[config.mk]
export PLATFORM = sky130hd
export DESIGN_NAME = sram_req_seq_flat
export DESIGN_NICKNAME = d
export VERILOG_FILES = /design/src/rtl/sram_req_seq_if.sv /design/src/rtl/sram_req_seq.sv /design/src/flat_wrapper.sv
export SDC_FILE = /design/constraint.sdc
export NUM_CORES = 1
export LEC_CHECK = 0
export CELL_PAD_IN_SITES_DETAIL_PLACEMENT = 0
export CELL_PAD_IN_SITES_GLOBAL_PLACEMENT = 1
export CORE_ASPECT_RATIO = 1.25
export CORE_MARGIN = 1
export CORE_UTILIZATION = 27
export DETAILED_ROUTE_END_ITERATION = 8
export PLACE_DENSITY = 0.71
export SLEW_MARGIN = 10
export SYNTH_ARGS = -nofsm -noshare
export SYNTH_HDL_FRONTEND = slang
export SYNTH_SLANG_ARGS = --single-unit
[constraint.sdc]
create_clock -name clk -period 1.6 [get_ports clk]
set_input_delay 0.24 -clock clk [delete_from_list [all_inputs] [get_ports clk]]
set_output_delay 0.24 -clock clk [all_outputs]
set_load 0.005 [all_outputs]
[src/rtl/sram_req_seq_if.sv]
// Cache-side request/response channel and SRAM port of the request sequencer.
// Handshake: a transfer happens on a posedge where valid && ready are both 1; valid must not wait on ready.
interface sram_req_seq_if #(
  parameter int width         = 16,
  parameter int logDepth      = 9,
  parameter int logLineOffset = 3
);
  logic                     reqValid;
  logic                     reqReady;
  logic                     reqWrite;
  logic [logDepth-1:0]      reqAddr;
  logic [logLineOffset-1:0] reqOffset;
  logic [width-1:0]         reqData;
  logic                     respValid;
  logic                     respReady;
  logic [width-1:0]         respData;
  logic                     writeDone;
  logic [logDepth-1:0]      sramReadAddr;
  logic [width-1:0]         sramReadData;
  logic [logDepth-1:0]      sramWriteAddr;
  logic [logLineOffset-1:0] sramWriteOffset;
  logic [width-1:0]         sramWriteData;
  logic                     sramWriteEnable;
  logic                     sramWriteConfirm;

  modport slave (
    input  reqValid, reqWrite, reqAddr, reqOffset, reqData, respReady, sramReadData,
    output reqReady, respValid, respData, writeDone, sramReadAddr,
           sramWriteAddr, sramWriteOffset, sramWriteData, sramWriteEnable, sramWriteConfirm
  );

  modport master (
    output reqValid, reqWrite, reqAddr, reqOffset, reqData, respReady, sramReadData,
    input  reqReady, respValid, respData, writeDone, sramReadAddr,
           sramWriteAddr, sramWriteOffset, sramWriteData, sramWriteEnable, sramWriteConfirm
  );
endinterface

[src/rtl/sram_req_seq.sv]
// Single-outstanding request sequencer between a cache and a fixed-latency SRAM.
// Reads wait readLat edges for SRAM data; writes take one strobe cycle.
module sram_req_seq #(
  parameter int width         = 16,
  parameter int logDepth      = 9,
  parameter int logLineOffset = 3,
  parameter int readLat       = 2
) (
  input  logic              clk,
  input  logic              reset_n,
  sram_req_seq_if.slave     bus,
  output logic [1:0]        o_dbg_state
);

  typedef enum logic [1:0] {
    IDLE      = 2'd0,
    READ_WAIT = 2'd1,
    READ_RESP = 2'd2,
    WRITE     = 2'd3
  } state_t;

  if (readLat < 1 || readLat > 15) begin : g_bad_read_lat
    $fatal(1, "sram_req_seq: readLat=%0d outside legal range 1..15", readLat);
  end

  localparam logic [3:0] LoadCnt = 4'(readLat - 1);

  state_t                   r_state;
  state_t                   w_next;
  logic [3:0]               r_cnt;
  logic [logDepth-1:0]      r_addr;
  logic [logLineOffset-1:0] r_offset;
  logic [width-1:0]         r_data;
  logic [width-1:0]         r_resp;
  logic                     w_accept;
  logic                     w_capture;

  always_ff @(posedge clk or negedge reset_n) begin
    if (!reset_n) r_state <= IDLE;
    else          r_state <= w_next;
  end

  // Write strobes decode straight from the state so reset drops them without waiting for an edge.
  always_comb begin
    w_next               = r_state;
    w_accept             = 1'b0;
    w_capture            = 1'b0;
    bus.reqReady         = 1'b0;
    bus.respValid        = 1'b0;
    bus.writeDone        = 1'b0;
    bus.sramWriteEnable  = 1'b0;
    bus.sramWriteConfirm = 1'b0;
    case (r_state)
      IDLE: begin
        bus.reqReady = 1'b1;
        if (bus.reqValid) begin
          w_accept = 1'b1;
          w_next   = bus.reqWrite ? WRITE : READ_WAIT;
        end
      end
      READ_WAIT: begin
        if (r_cnt == 4'd0) begin
          w_capture = 1'b1;
          w_next    = READ_RESP;
        end
      end
      READ_RESP: begin
        bus.respValid = 1'b1;
        if (bus.respReady) w_next = IDLE;
      end
      WRITE: begin
        bus.sramWriteEnable  = 1'b1;
        bus.sramWriteConfirm = 1'b1;
        bus.writeDone        = 1'b1;
        w_next               = IDLE;
      end
      default: w_next = IDLE;
    endcase
  end

  always_ff @(posedge clk or negedge reset_n) begin
    if (!reset_n) begin
      r_cnt    <= 4'd0;
      r_addr   <= '0;
      r_offset <= '0;
      r_data   <= '0;
      r_resp   <= '0;
    end else begin
      if (w_accept) begin
        r_cnt    <= LoadCnt;
        r_addr   <= bus.reqAddr;
        r_offset <= bus.reqOffset;
        r_data   <= bus.reqData;
      end else if (r_state == READ_WAIT && r_cnt != 4'd0) begin
        r_cnt <= r_cnt - 4'd1;
      end
      if (w_capture) r_resp <= bus.sramReadData;
    end
  end

  // Address registers only move on accept, so the read index holds through IDLE.
  assign bus.respData        = r_resp;
  assign bus.sramReadAddr    = r_addr;
  assign bus.sramWriteAddr   = r_addr;
  assign bus.sramWriteOffset = r_offset;
  assign bus.sramWriteData   = r_data;
  assign o_dbg_state         = r_state;

endmodule

[src/flat_wrapper.sv]
// flat-port wrapper written by rule: the top's interface ports become plain ports
module sram_req_seq_flat 
#(
  parameter int width         = 16,
  parameter int logDepth      = 9,
  parameter int logLineOffset = 3,
  parameter int readLat       = 2
)
  (clk, reset_n, o_dbg_state, bus_reqValid, bus_reqWrite, bus_reqAddr, bus_reqOffset, bus_reqData, bus_respReady, bus_sramReadData, bus_reqReady, bus_respValid, bus_respData, bus_writeDone, bus_sramReadAddr, bus_sramWriteAddr, bus_sramWriteOffset, bus_sramWriteData, bus_sramWriteEnable, bus_sramWriteConfirm);
  sram_req_seq_if #(.width(width), .logDepth(logDepth), .logLineOffset(logLineOffset)) bus_i ();
  input  logic clk;
  input  logic reset_n;
  output logic [1:0] o_dbg_state;
  input wire logic [$bits(bus_i.reqValid)-1:0] bus_reqValid;
  input wire logic [$bits(bus_i.reqWrite)-1:0] bus_reqWrite;
  input wire logic [$bits(bus_i.reqAddr)-1:0] bus_reqAddr;
  input wire logic [$bits(bus_i.reqOffset)-1:0] bus_reqOffset;
  input wire logic [$bits(bus_i.reqData)-1:0] bus_reqData;
  input wire logic [$bits(bus_i.respReady)-1:0] bus_respReady;
  input wire logic [$bits(bus_i.sramReadData)-1:0] bus_sramReadData;
  output wire logic [$bits(bus_i.reqReady)-1:0] bus_reqReady;
  output wire logic [$bits(bus_i.respValid)-1:0] bus_respValid;
  output wire logic [$bits(bus_i.respData)-1:0] bus_respData;
  output wire logic [$bits(bus_i.writeDone)-1:0] bus_writeDone;
  output wire logic [$bits(bus_i.sramReadAddr)-1:0] bus_sramReadAddr;
  output wire logic [$bits(bus_i.sramWriteAddr)-1:0] bus_sramWriteAddr;
  output wire logic [$bits(bus_i.sramWriteOffset)-1:0] bus_sramWriteOffset;
  output wire logic [$bits(bus_i.sramWriteData)-1:0] bus_sramWriteData;
  output wire logic [$bits(bus_i.sramWriteEnable)-1:0] bus_sramWriteEnable;
  output wire logic [$bits(bus_i.sramWriteConfirm)-1:0] bus_sramWriteConfirm;
  assign bus_i.reqValid = bus_reqValid;
  assign bus_i.reqWrite = bus_reqWrite;
  assign bus_i.reqAddr = bus_reqAddr;
  assign bus_i.reqOffset = bus_reqOffset;
  assign bus_i.reqData = bus_reqData;
  assign bus_i.respReady = bus_respReady;
  assign bus_i.sramReadData = bus_sramReadData;
  assign bus_reqReady = bus_i.reqReady;
  assign bus_respValid = bus_i.respValid;
  assign bus_respData = bus_i.respData;
  assign bus_writeDone = bus_i.writeDone;
  assign bus_sramReadAddr = bus_i.sramReadAddr;
  assign bus_sramWriteAddr = bus_i.sramWriteAddr;
  assign bus_sramWriteOffset = bus_i.sramWriteOffset;
  assign bus_sramWriteData = bus_i.sramWriteData;
  assign bus_sramWriteEnable = bus_i.sramWriteEnable;
  assign bus_sramWriteConfirm = bus_i.sramWriteConfirm;
  sram_req_seq #(.width(width), .logDepth(logDepth), .logLineOffset(logLineOffset), .readLat(readLat)) u_core (.clk(clk), .reset_n(reset_n), .bus(bus_i), .o_dbg_state(o_dbg_state));
endmodule
Word level (Yosys, flattened, before mapping)
Index checks and enable logic that the tools add are counted.
W data, S select, Z words.
{"block": "totals", "word_cells": 33, "input_bits": 49, "ff_bits": 50, "output_inout_bits": 60}
{"block": "classes", "n_reduce_logical": 6, "eq_ne": 6, "add_sub_neg": 1, "mux": 14}
{"cell": "$mux W2", "count": 4}
{"cell": "$mux W4", "count": 2}
{"cell": "$pmux W2 S4", "count": 1}
{"cell": "$mux W1", "count": 7}
{"cell": "$eq A2 B2 Y1 const B", "count": 2}
{"cell": "$logic_not A4 Y1", "count": 1}
{"cell": "$ne A2 B2 Y1 const B", "count": 2}
{"cell": "$reduce_bool A4 Y1", "count": 1}
{"cell": "$sub A4 B1 Y4 const B", "count": 1}
{"cell": "$reduce_and A3 Y1", "count": 1}
{"cell": "$eq A2 B1 Y1 const B", "count": 1}
{"cell": "$logic_not A2 Y1", "count": 1}
{"cell": "$ne A2 B1 Y1 const B", "count": 1}
{"cell": "$reduce_bool A2 Y1", "count": 1}
{"cell": "$logic_and A1 B1 Y1", "count": 1}

Longest topological paths before layout
Gate-level depths: netlist of the first run.
{"block": "depth", "depth_word": 4, "depth_mapped": 5, "depth_no_buf": 5}

Worst setup path before layout of the first run
No wires, ideal clock.
{"block": "synth_timing", "path_kind": "reg-to-reg", "start": "register u_core.r_cnt[0]", "end": "register u_core.r_cnt[2]", "n_path_buf": 0, "setup_slack_ns": -0.070, "arrival_ns": 1.550, "setup_ns": 0.120, "path_stages_with_launch": 6, "period_less_slack_ns": 1.670, "required_ns": 1.480, "cell_sequence": "dfrtp_1 -> inv_1 -> ha_1 -> or3b_2 -> and2_4 -> a31o_2"}
{"block": "synth_via", "elab_chain_cells": 3, "word_cells_on_any_way": 6, "cone_classes": "1 x add/sub; 2 x mux; 3 x reduce/logical"}
{"element": "start: declaration", "line": "sram_req_seq.sv:30", "text": "logic [3:0] r_cnt;"}
{"element": "start signal: assignment", "line": "sram_req_seq.sv:90", "text": "r_cnt <= LoadCnt;"}
{"element": "start signal: assignment", "line": "sram_req_seq.sv:95", "text": "r_cnt <= r_cnt - 4'd1;"}
{"element": "$sub A4 B1 Y4 or $reduce_bool A4 Y1 (tied branches)", "line": "sram_req_seq.sv:95, sram_req_seq.sv:94"}
{"element": "$mux W4 or $logic_and A1 B1 Y1 (tied branches)", "line": "sram_req_seq.sv:94", "text": "end else if (r_state == READ_WAIT && r_cnt != 4'd0) begin"}
{"element": "$mux W4 or $reduce_bool A2 Y1 (tied branches)"}
Parallel ways exist; a longest one is shown, timed or not. The select of a mux whose other input is x is not followed.
A chain may end at the register's enable or synchronous reset.

Worst setup path in the final report of the first run
{"block": "layout_timing", "start": "register u_core.r_state[1], in the netlist u_core.o_dbg_state[1]", "end": "register u_core.r_data[8], in the netlist u_core.bus.sramWriteData[8]"}
{"block": "layout_via", "elab_chain_cells": 2}
{"element": "start: declaration", "line": "sram_req_seq.sv:28", "text": "state_t r_state;"}
{"element": "start signal: assignment", "line": "sram_req_seq.sv:40", "text": "else r_state <= w_next;"}
{"element": "$logic_not A2 Y1", "line": "sram_req_seq.sv:53", "text": "case (r_state)"}
{"element": "$mux W1", "line": "sram_req_seq.sv:53"}
{"element": "end signal: assignment", "line": "sram_req_seq.sv:93", "text": "r_data <= bus.reqData;"}
{"element": "end: declaration", "line": "sram_req_seq.sv:33", "text": "logic [width-1:0] r_data;"}
No other way between the ends.

==> results of run 1 <==
## critical path, stage by stage (launching register included)
cell and delay, ns:
dfrtp_2 0.45, buf_4 0.15, nor3b_4 0.24, buf_4 0.24, mux2_2 0.35
## where the power goes
part / internal [mW] / switching, mW
clock network: 0.467 / 0.412
registers: 1.91 / 0.380
logic: 2.35 / 0.969
total: 4.73 / 1.76
## synthesized netlist by cell type, drive strengths merged
master and number:
or2 2, inv 4, nor2 3, nor3b 2, buf 15, a211oi 4
and2b 1, or3b 1, ha 2, and2 2, nor2b 1, a31o 2
mux2 44, dfrtp 50, a21oi 4, nand2b 1, nand3 1
## cell type report
class	instances	area share, %
clock buffers	6	2.083
repair buffers	122	35.15
well taps	92	3.303
multi-input cells	70	21.97
flip-flops and latches	50	35.98
clock inverters	2	1.077
inverters	4	0.4309
## flip-flops by register name, summed over array words and instances, names as in the netlist
register and count:
u_core.bus.respData 16, u_core.bus.sramReadAddr 9, u_core.bus.sramWriteData 16, u_core.o_dbg_state 2, u_core.bus.sramWriteOffset 3, u_core.r_cnt 4
## placed cells by master, fill, tap and decap left out, types with 2 or more instances in the layout
cell type / Yosys / layout
a31o_2: 2 / 2
clkdlybuf4s50_1: 0 / 101
dfrtp_1: 50 / 48
clkbuf_8: 0 / 5
mux2_2: 34 / 34
buf_12: 0 / 3
dfrtp_2: 0 / 2
inv_2: 0 / 2
inv_1: 4 / 2
dlygate4sd2_1: 0 / 5
and2_4: 1 / 2
buf_6: 1 / 2
a21oi_1: 4 / 4
buf_4: 11 / 8
mux2_4: 10 / 10
a211oi_1: 4 / 4
nor2_1: 3 / 3
nor3b_4: 1 / 2
## through the flow
| stage | setup TNS [ns] | cell area, um2 |
|---|---|---|
| 6_report | 0 | 3485 |
| 2_1_floorplan | 0 | 2130 |
| 3_3_place_gp | -1.604 | 3308 |
| 5_1_grt | 0 | 3485 |
| 3_5_place_dp | -1.717 | 3308 |
| 4_1_cts | 0 | 3471 |
## cells by family (layout without fill, tap and decap cells)
logic type,after synthesis,in the layout
DFF,50,50
muxes,44,44
buffers and inverters,19,134
and+or+nand+nor,14,14
AOI/OAI and AO/OA,10,10
adders and majority gates,2,2
## path summary, 6_finish.rpt
kind | slack, ns | from | cells after the start | end
worst min register to register | 0.51 | u_core.bus.sramWriteData[1] | 1 | u_core.bus.sramWriteData[1]
worst max register to register | 0.07 | u_core.o_dbg_state[1] | 4 | u_core.bus.sramWriteData[8]
min in group clk | 0.51 | u_core.bus.sramWriteData[1] | 1 | u_core.bus.sramWriteData[1]
worst min-delay path | 0.45 | reset_n | 3 | u_core.bus.sramReadAddr[1]
max in group asynchronous | 0.90 | reset_n | 3 | u_core.bus.respData[5]
worst max-delay path | 0.07 | u_core.o_dbg_state[1] | 4 | u_core.bus.sramWriteData[8]
## repair_timing
item,4_1_cts,5_1_grt
pin swaps,0,1
buffers inserted,5,1
endpoints found under the hold margin,50,0
resized for setup,10,2
hold buffers,1,0
setup endpoints to repair,9,15
## per-layer routing
metal	share of wire, %	vias up	wire [um]
li1	-	700	-
met1	40	731	1737
met2	51	66	2253
met3	8.2	4	359
met4	0.66	0	29
met5	0	-	0
==> summary.md, run 1 <==
| Metric | Value |
|---|---|
| Pwr Density | 1863 nW/um2 |
| Synth unique cells | 23 |
| Final min period | 1.535 ns |
| Leak | between 1 and 1.5 nW |
| Router iterations before antenna repair | 3 |
| Simple-gate share of the synthesized area | 5.496% |
| DRC Markers | 0 |
| Initial antenna violation count | 0 |
| H-tree Lvls | 2 |
| Synth Cell Area | 2117 um2 |
| Die Y-Extent | 101 um |
| Nature of the critical path startpoint | flip-flop |
| Synth Area in XOR/XNOR | 0% |
| CP max FO | 12 |
| Rel. slew slack | 81.39% |
| Largest family of logic cells by synthesized area | multiplexers |
| Max Clk Rate | 0.6515 GHz |
| Clk_lat worst skew | about 0.3 ns |
| DP Cell Count | 331 |
| CP endpoint kind | flip-flop |
| Layout cells sized above 1 | ~31% |
| Status | finished clean |
| GR met1 Demand/Resource | 12.56% |
| Period utilisation layout | 95.93% |
| CP required | between 1.5 and 2 ns |
| Worst-path clk slew | ~0.09 ns |
| Critical path type | flip-flop to flip-flop |
| Hold crit path type | primary input to asynchronous set/reset pin |
| Cells after Synth | 139 |
| Met3 usage | about 4.0% |
| Worst vdd ir | 0.6579 mV |
| Met2 Use GR | 19.46% |
| Layout fillers | just under 700 |
| Hpwl dp | 3173 um |
| Final Wtd Congestion | 0.6895 |
| Syn. warnings | 0 |
| Drt wl/cell | 12.66 um |
| CTS tree | yes |
| Total power | 6.491 mW |
| Vias | 1501 |
| Util after Layout | between 40% and 50% |
| Sequential-to-total area share from yosys stat | 59.10% |
| Synth area leader | dfrtp_1 |
| Root buf cell | clkbuf_8 |
| Final setup vio count | 0 |
| Number of placed I/O pins | about 110 |
| Post-Synth Adder-Cell Area | 1.182% |
| Cell Count, Final, Fillers Out | 346 |
| Mux contribution to synthesized area | 25.18% |
| Area fraction in compound gates after synthesis | 3.191% |
| Fin. max-slew vios | 0 |
| Multi-input logic area | 765.7 um2 |
| CTS max path bufs | 2 |
| Clk_skew | just under 0.007 ns |
| Reg area | 1254 um2 |
| Worst slew pin tran | 0.2792 ns |
| Die area | approximately 8000 um2 |
| Arrival time at the worst endpoint | roughly 1.7 ns |
| Vias/cell | between 4 and 5 |
| Row count | 35 |
| Vias in the first global route | 1516 |
| Worst slack, placed | -0.09056 ns |
| Remaining Overflow, GRT | 0 |
| Synthesized Nets | 190 |
| # diodes | 0 |
| Routed WL | between 4000 and 5000 um |
| NumNets Final | ~300 |
| Gr usage total | 11.15% |
| Port buffer count | 108 |
| Worst hold margin | 0.4490 ns |
| Global-route wire length before repair | 7031 um |
| RSZ-0062 raised after global routing | no |
| Yosys top cell area share | 59.10% |
| CTS sink count | 50 |
| Fin. Hold Viols | 0 |
| Register bit total from synthesis | 50 |
| Main area contributors after synthesis | dfrtp_1 (59%), mux2_2 (18%), mux2_4 (7.1%) |
| Synthesized area per cell | 15.23 um2 |
| GR peak layer | met2 |
| P&R area growth vs syn | 64.60% |
| Largest net degree at the start of global routing | 51 |
| DRT antenna net count | 0 |
| Number of CTS-inserted buffers | 5 |
| Core Footprint | between 7000 and 8000 um2 |
| Maximum capacitance violations | 0 |
| Initial core utilization | around 28% |
| Initial drt markers | 18 |
| PnR worst setup slack | 0.06518 ns |
| Die Wd | around 81 um |
No activity file was read; power rests on OpenSTA's default activity.
==> run 2: changes to the inputs <==
--- a/config.mk
+++ b/config.mk
@@ -10,8 +10,9 @@
 export CORE_ASPECT_RATIO = 1.25
 export CORE_MARGIN = 1
 export CORE_UTILIZATION = 27
+export CTS_BUF_LIST = sky130_fd_sc_hd__clkbuf_4 sky130_fd_sc_hd__clkbuf_8 sky130_fd_sc_hd__clkbuf_16
 export DETAILED_ROUTE_END_ITERATION = 8
-export PLACE_DENSITY = 0.71
+export PLACE_DENSITY = 0.86
 export SLEW_MARGIN = 10
 export SYNTH_ARGS = -nofsm -noshare
 export SYNTH_HDL_FRONTEND = slang
==> run 2 against run 1 <==
Die area unchanged; sequential power about the same; routed wire length increased by 5.5%; sequential cell count unchanged; clock power increased by 2.4%; fmax decreased by 0.83%; register-to-register slack about the same; critical path depth increased by 1; cell area increased by 0.54%; non-clock buffer count unchanged; global-route usage increased by 0.065 points; utilization increased by 0.25 points; critical path type unchanged; critical endpoint is now u_core.bus.sramWriteData[9].
==> summary.md, run 2 (synthesis gave the netlist of run 1 again) <==
| Metric | Value |
|---|---|
| Hpwl dp | 3341 um (was 3173 um) |
| Initial drt markers | 34 (was 18) |
| Placed cell area | 3296 um2 (was 3308 um2) |
| Worst-path clk slew | 0.09 ns (about the same) |
| CP required | 1.78 ns (was 1.79 ns) |
| Number of CTS-inserted buffers | 5 (unchanged) |
| DRT antenna net count | 0 (unchanged) |
| CTS sink count | 50 (unchanged) |
| Arrival time at the worst endpoint | 1.73 ns (about the same) |
| DRC Markers | 0 (unchanged) |
| Worst hold margin | 0.4531 ns (was 0.4490 ns) |
| Multi-input logic area | 765.7 um2 (unchanged) |
| Die Wd | 81.20 um (unchanged) |
| Reg-to-reg setup timing slack | 0.05 ns (was 0.07 ns) |
| Layout fillers | 672 (was 676) |
| Core Footprint | 7488 um2 (unchanged) |
| Rel. slew slack | 78.81% (was 81.39%) |
| Routed WL | 4623 um (was 4380 um) |
| Maximum capacitance violations | 0 (unchanged) |
| NumNets Final | 304 (unchanged) |
| Largest net degree at the start of global routing | 51 (unchanged) |
| CP max FO | 12 (unchanged) |
| Router iterations before antenna repair | 4 (was 3) |
| Leak | 1.490 nW (was 1.492 nW) |
| Vias/cell | 4.383 (was 4.338) |
| Reg area | 1254 um2 (unchanged) |
| Row count | 35 (unchanged) |
| P&R area growth vs syn | 65.48% (was 64.60%) |
| Worst slew pin tran | 0.3172 ns (was 0.2792 ns) |
| Worst vdd ir | 0.8317 mV (was 0.6579 mV) |
| CP endpoint kind | flip-flop (unchanged) |
| Final setup vio count | 0 (unchanged) |
| Nature of the critical path startpoint | flip-flop (unchanged) |
| Vias in the first global route | 1608 (was 1516) |
| Commonest non-fill, non-tap cell in the layout | clkdlybuf4s50_1 (unchanged) |
| Critical path type | flip-flop to flip-flop (unchanged) |
| Max Clk Rate | 0.6461 GHz (was 0.6515 GHz) |
| Drt wl/cell | 13.40 um (was 12.66 um) |
| Period utilisation layout | 96.73% (was 95.93%) |
| Crit path top cell by count | buf_4 (unchanged) |
| Vias | 1512 (was 1501) |
| Worst slack, placed | -0.1347 ns (was -0.09056 ns) |
| Port buffer count | 108 (unchanged) |
| Clk_lat worst skew | 0.29 ns (was 0.30 ns) |
| Gr usage total | 11.22% (was 11.15%) |
| Initial antenna violation count | 0 (unchanged) |
| Fin. max-slew vios | 0 (unchanged) |
| CTS tree | yes (unchanged) |
| Clk_skew | 0.01012 ns (was 0.006934 ns) |
| Final non-filler cell area | 3503 um2 (was 3485 um2) |
| Initial core utilization | 28.27% (unchanged) |
| CTS max path bufs | 2 (unchanged) |
| Final min period | 1.548 ns (was 1.535 ns) |
| Status | finished clean (unchanged) |
| Commonest cells after routing, fill and taps aside | clkdlybuf4s50_1 (102), dfrtp_1 (48), mux2_2 (34) (was clkdlybuf4s50_1 (101), dfrtp_1 (48), mux2_2 (34)) |
| Pwr Density | 1875 nW/um2 (was 1863 nW/um2) |
| CP max stage delay | 0.44 ns (was 0.45 ns) |
| PnR worst setup slack | 0.05230 ns (was 0.06518 ns) |
| Fin. Hold Viols | 0 (unchanged) |
| Hold crit path type | primary input to asynchronous set/reset pin (unchanged) |
| Number of placed I/O pins | 109 (unchanged) |
| Slowest library cell on the worst path | dfrtp_2 (unchanged) |
| Remaining Overflow, GRT | 0 (unchanged) |
| Root buf cell | clkbuf_8 (unchanged) |
| CP Cell Sequence | buf_4 -> nor3b_4 -> buf_4 -> buf_6 -> mux2_2 (was buf_4 -> nor3b_4 -> buf_4 -> mux2_2) |
| # diodes | 0 (unchanged) |
| Global-route wire length before repair | 7120 um (was 7031 um) |
| H-tree Lvls | 2 (unchanged) |
| Total power | 6.570 mW (was 6.491 mW) |
| Die area | 8201 um2 (unchanged) |
| Die Y-Extent | 101 um (unchanged) |
| Final Wtd Congestion | 0.7188 (was 0.6895) |
| Layout cells sized above 1 | 31.23% (was 31.10%) |
run 2: cell types whose count changed in the layout (fill, tap and decap cells not counted), sizes merged:
cell	change
buf	-1
clkdlybuf4s50	+1
clkdlybuf4s15	+1
dlygate4sd2	-1
dlymetal6s2s	-1
clkbuf	+1
clkinvlp	-1
run 2: metrics by stage:
step	std cells	utilization (%)	TNS [ns]
2_1_floorplan	139	-	0
3_3_place_gp	331	44.01	-1.770
3_5_place_dp	331	44.01	-3.349
4_1_cts	342	46.23	0
5_1_grt	345	46.78	-0.02785
6_report	345	46.78	0
run 2: worst paths after layout:
check | start | end | cells past startpoint
setup / recovery | u_core.o_dbg_state[0] | u_core.bus.sramWriteData[9] | 5
hold / removal | reset_n | u_core.bus.respData[5] | 3
setup reg to reg | u_core.o_dbg_state[0] | u_core.bus.sramWriteData[9] | 5
hold reg to reg | u_core.bus.sramWriteData[15] | u_core.bus.sramWriteData[15] | 1
max in group asynchronous | reset_n | u_core.o_dbg_state[1] | 3
min in group clk | u_core.bus.sramWriteData[15] | u_core.bus.sramWriteData[15] | 1
run 2: layer usage:
layer / GRT usage [%] / vias to the layer above / wire, um
li1: - / 695 / -
met1: 12.64 / 746 / 1850
met2: 20.62 / 69 / 2452
met3: 3.348 / 2 / 308
met4: 2.060 / 0 / 12
met5: 0 / - / 0
run 2: worst max-delay path, delay by kind of cell (launching register included):
kind | cells | cell delay [ns]
buffers and inverters | 3 | 0.47
DFF | 1 | 0.44
muxes | 1 | 0.34
and+or+nand+nor | 1 | 0.19
run 2: what timing repair did:
item,4_1_cts,5_1_grt
gates resized for setup,11,1
endpoints found under the hold margin,50,0
setup buffers,3,2
pin swaps,2,1
setup endpoints to repair,26,17
gates cloned,0,1
hold buffers,1,0
run 2: area by class of cell:
cell class | count | area share [%]
clock buffer | 6 | 2.357
clock inverter | 1 | 0.8571
inverter | 4 | 0.4286
multi-input combinational | 70 | 21.86
sequential | 50 | 35.79
tap | 92 | 3.286
timing repair buffer | 122 | 35.43
run 2: power breakdown:
part | leakage (nW) | total (mW) | switching [mW] | internal, mW
logic | 0.845 | 3.35 | 0.985 | 2.37
registers | 0.588 | 2.32 | 0.406 | 1.91
clock network | 0.0573 | 0.899 | 0.398 | 0.501
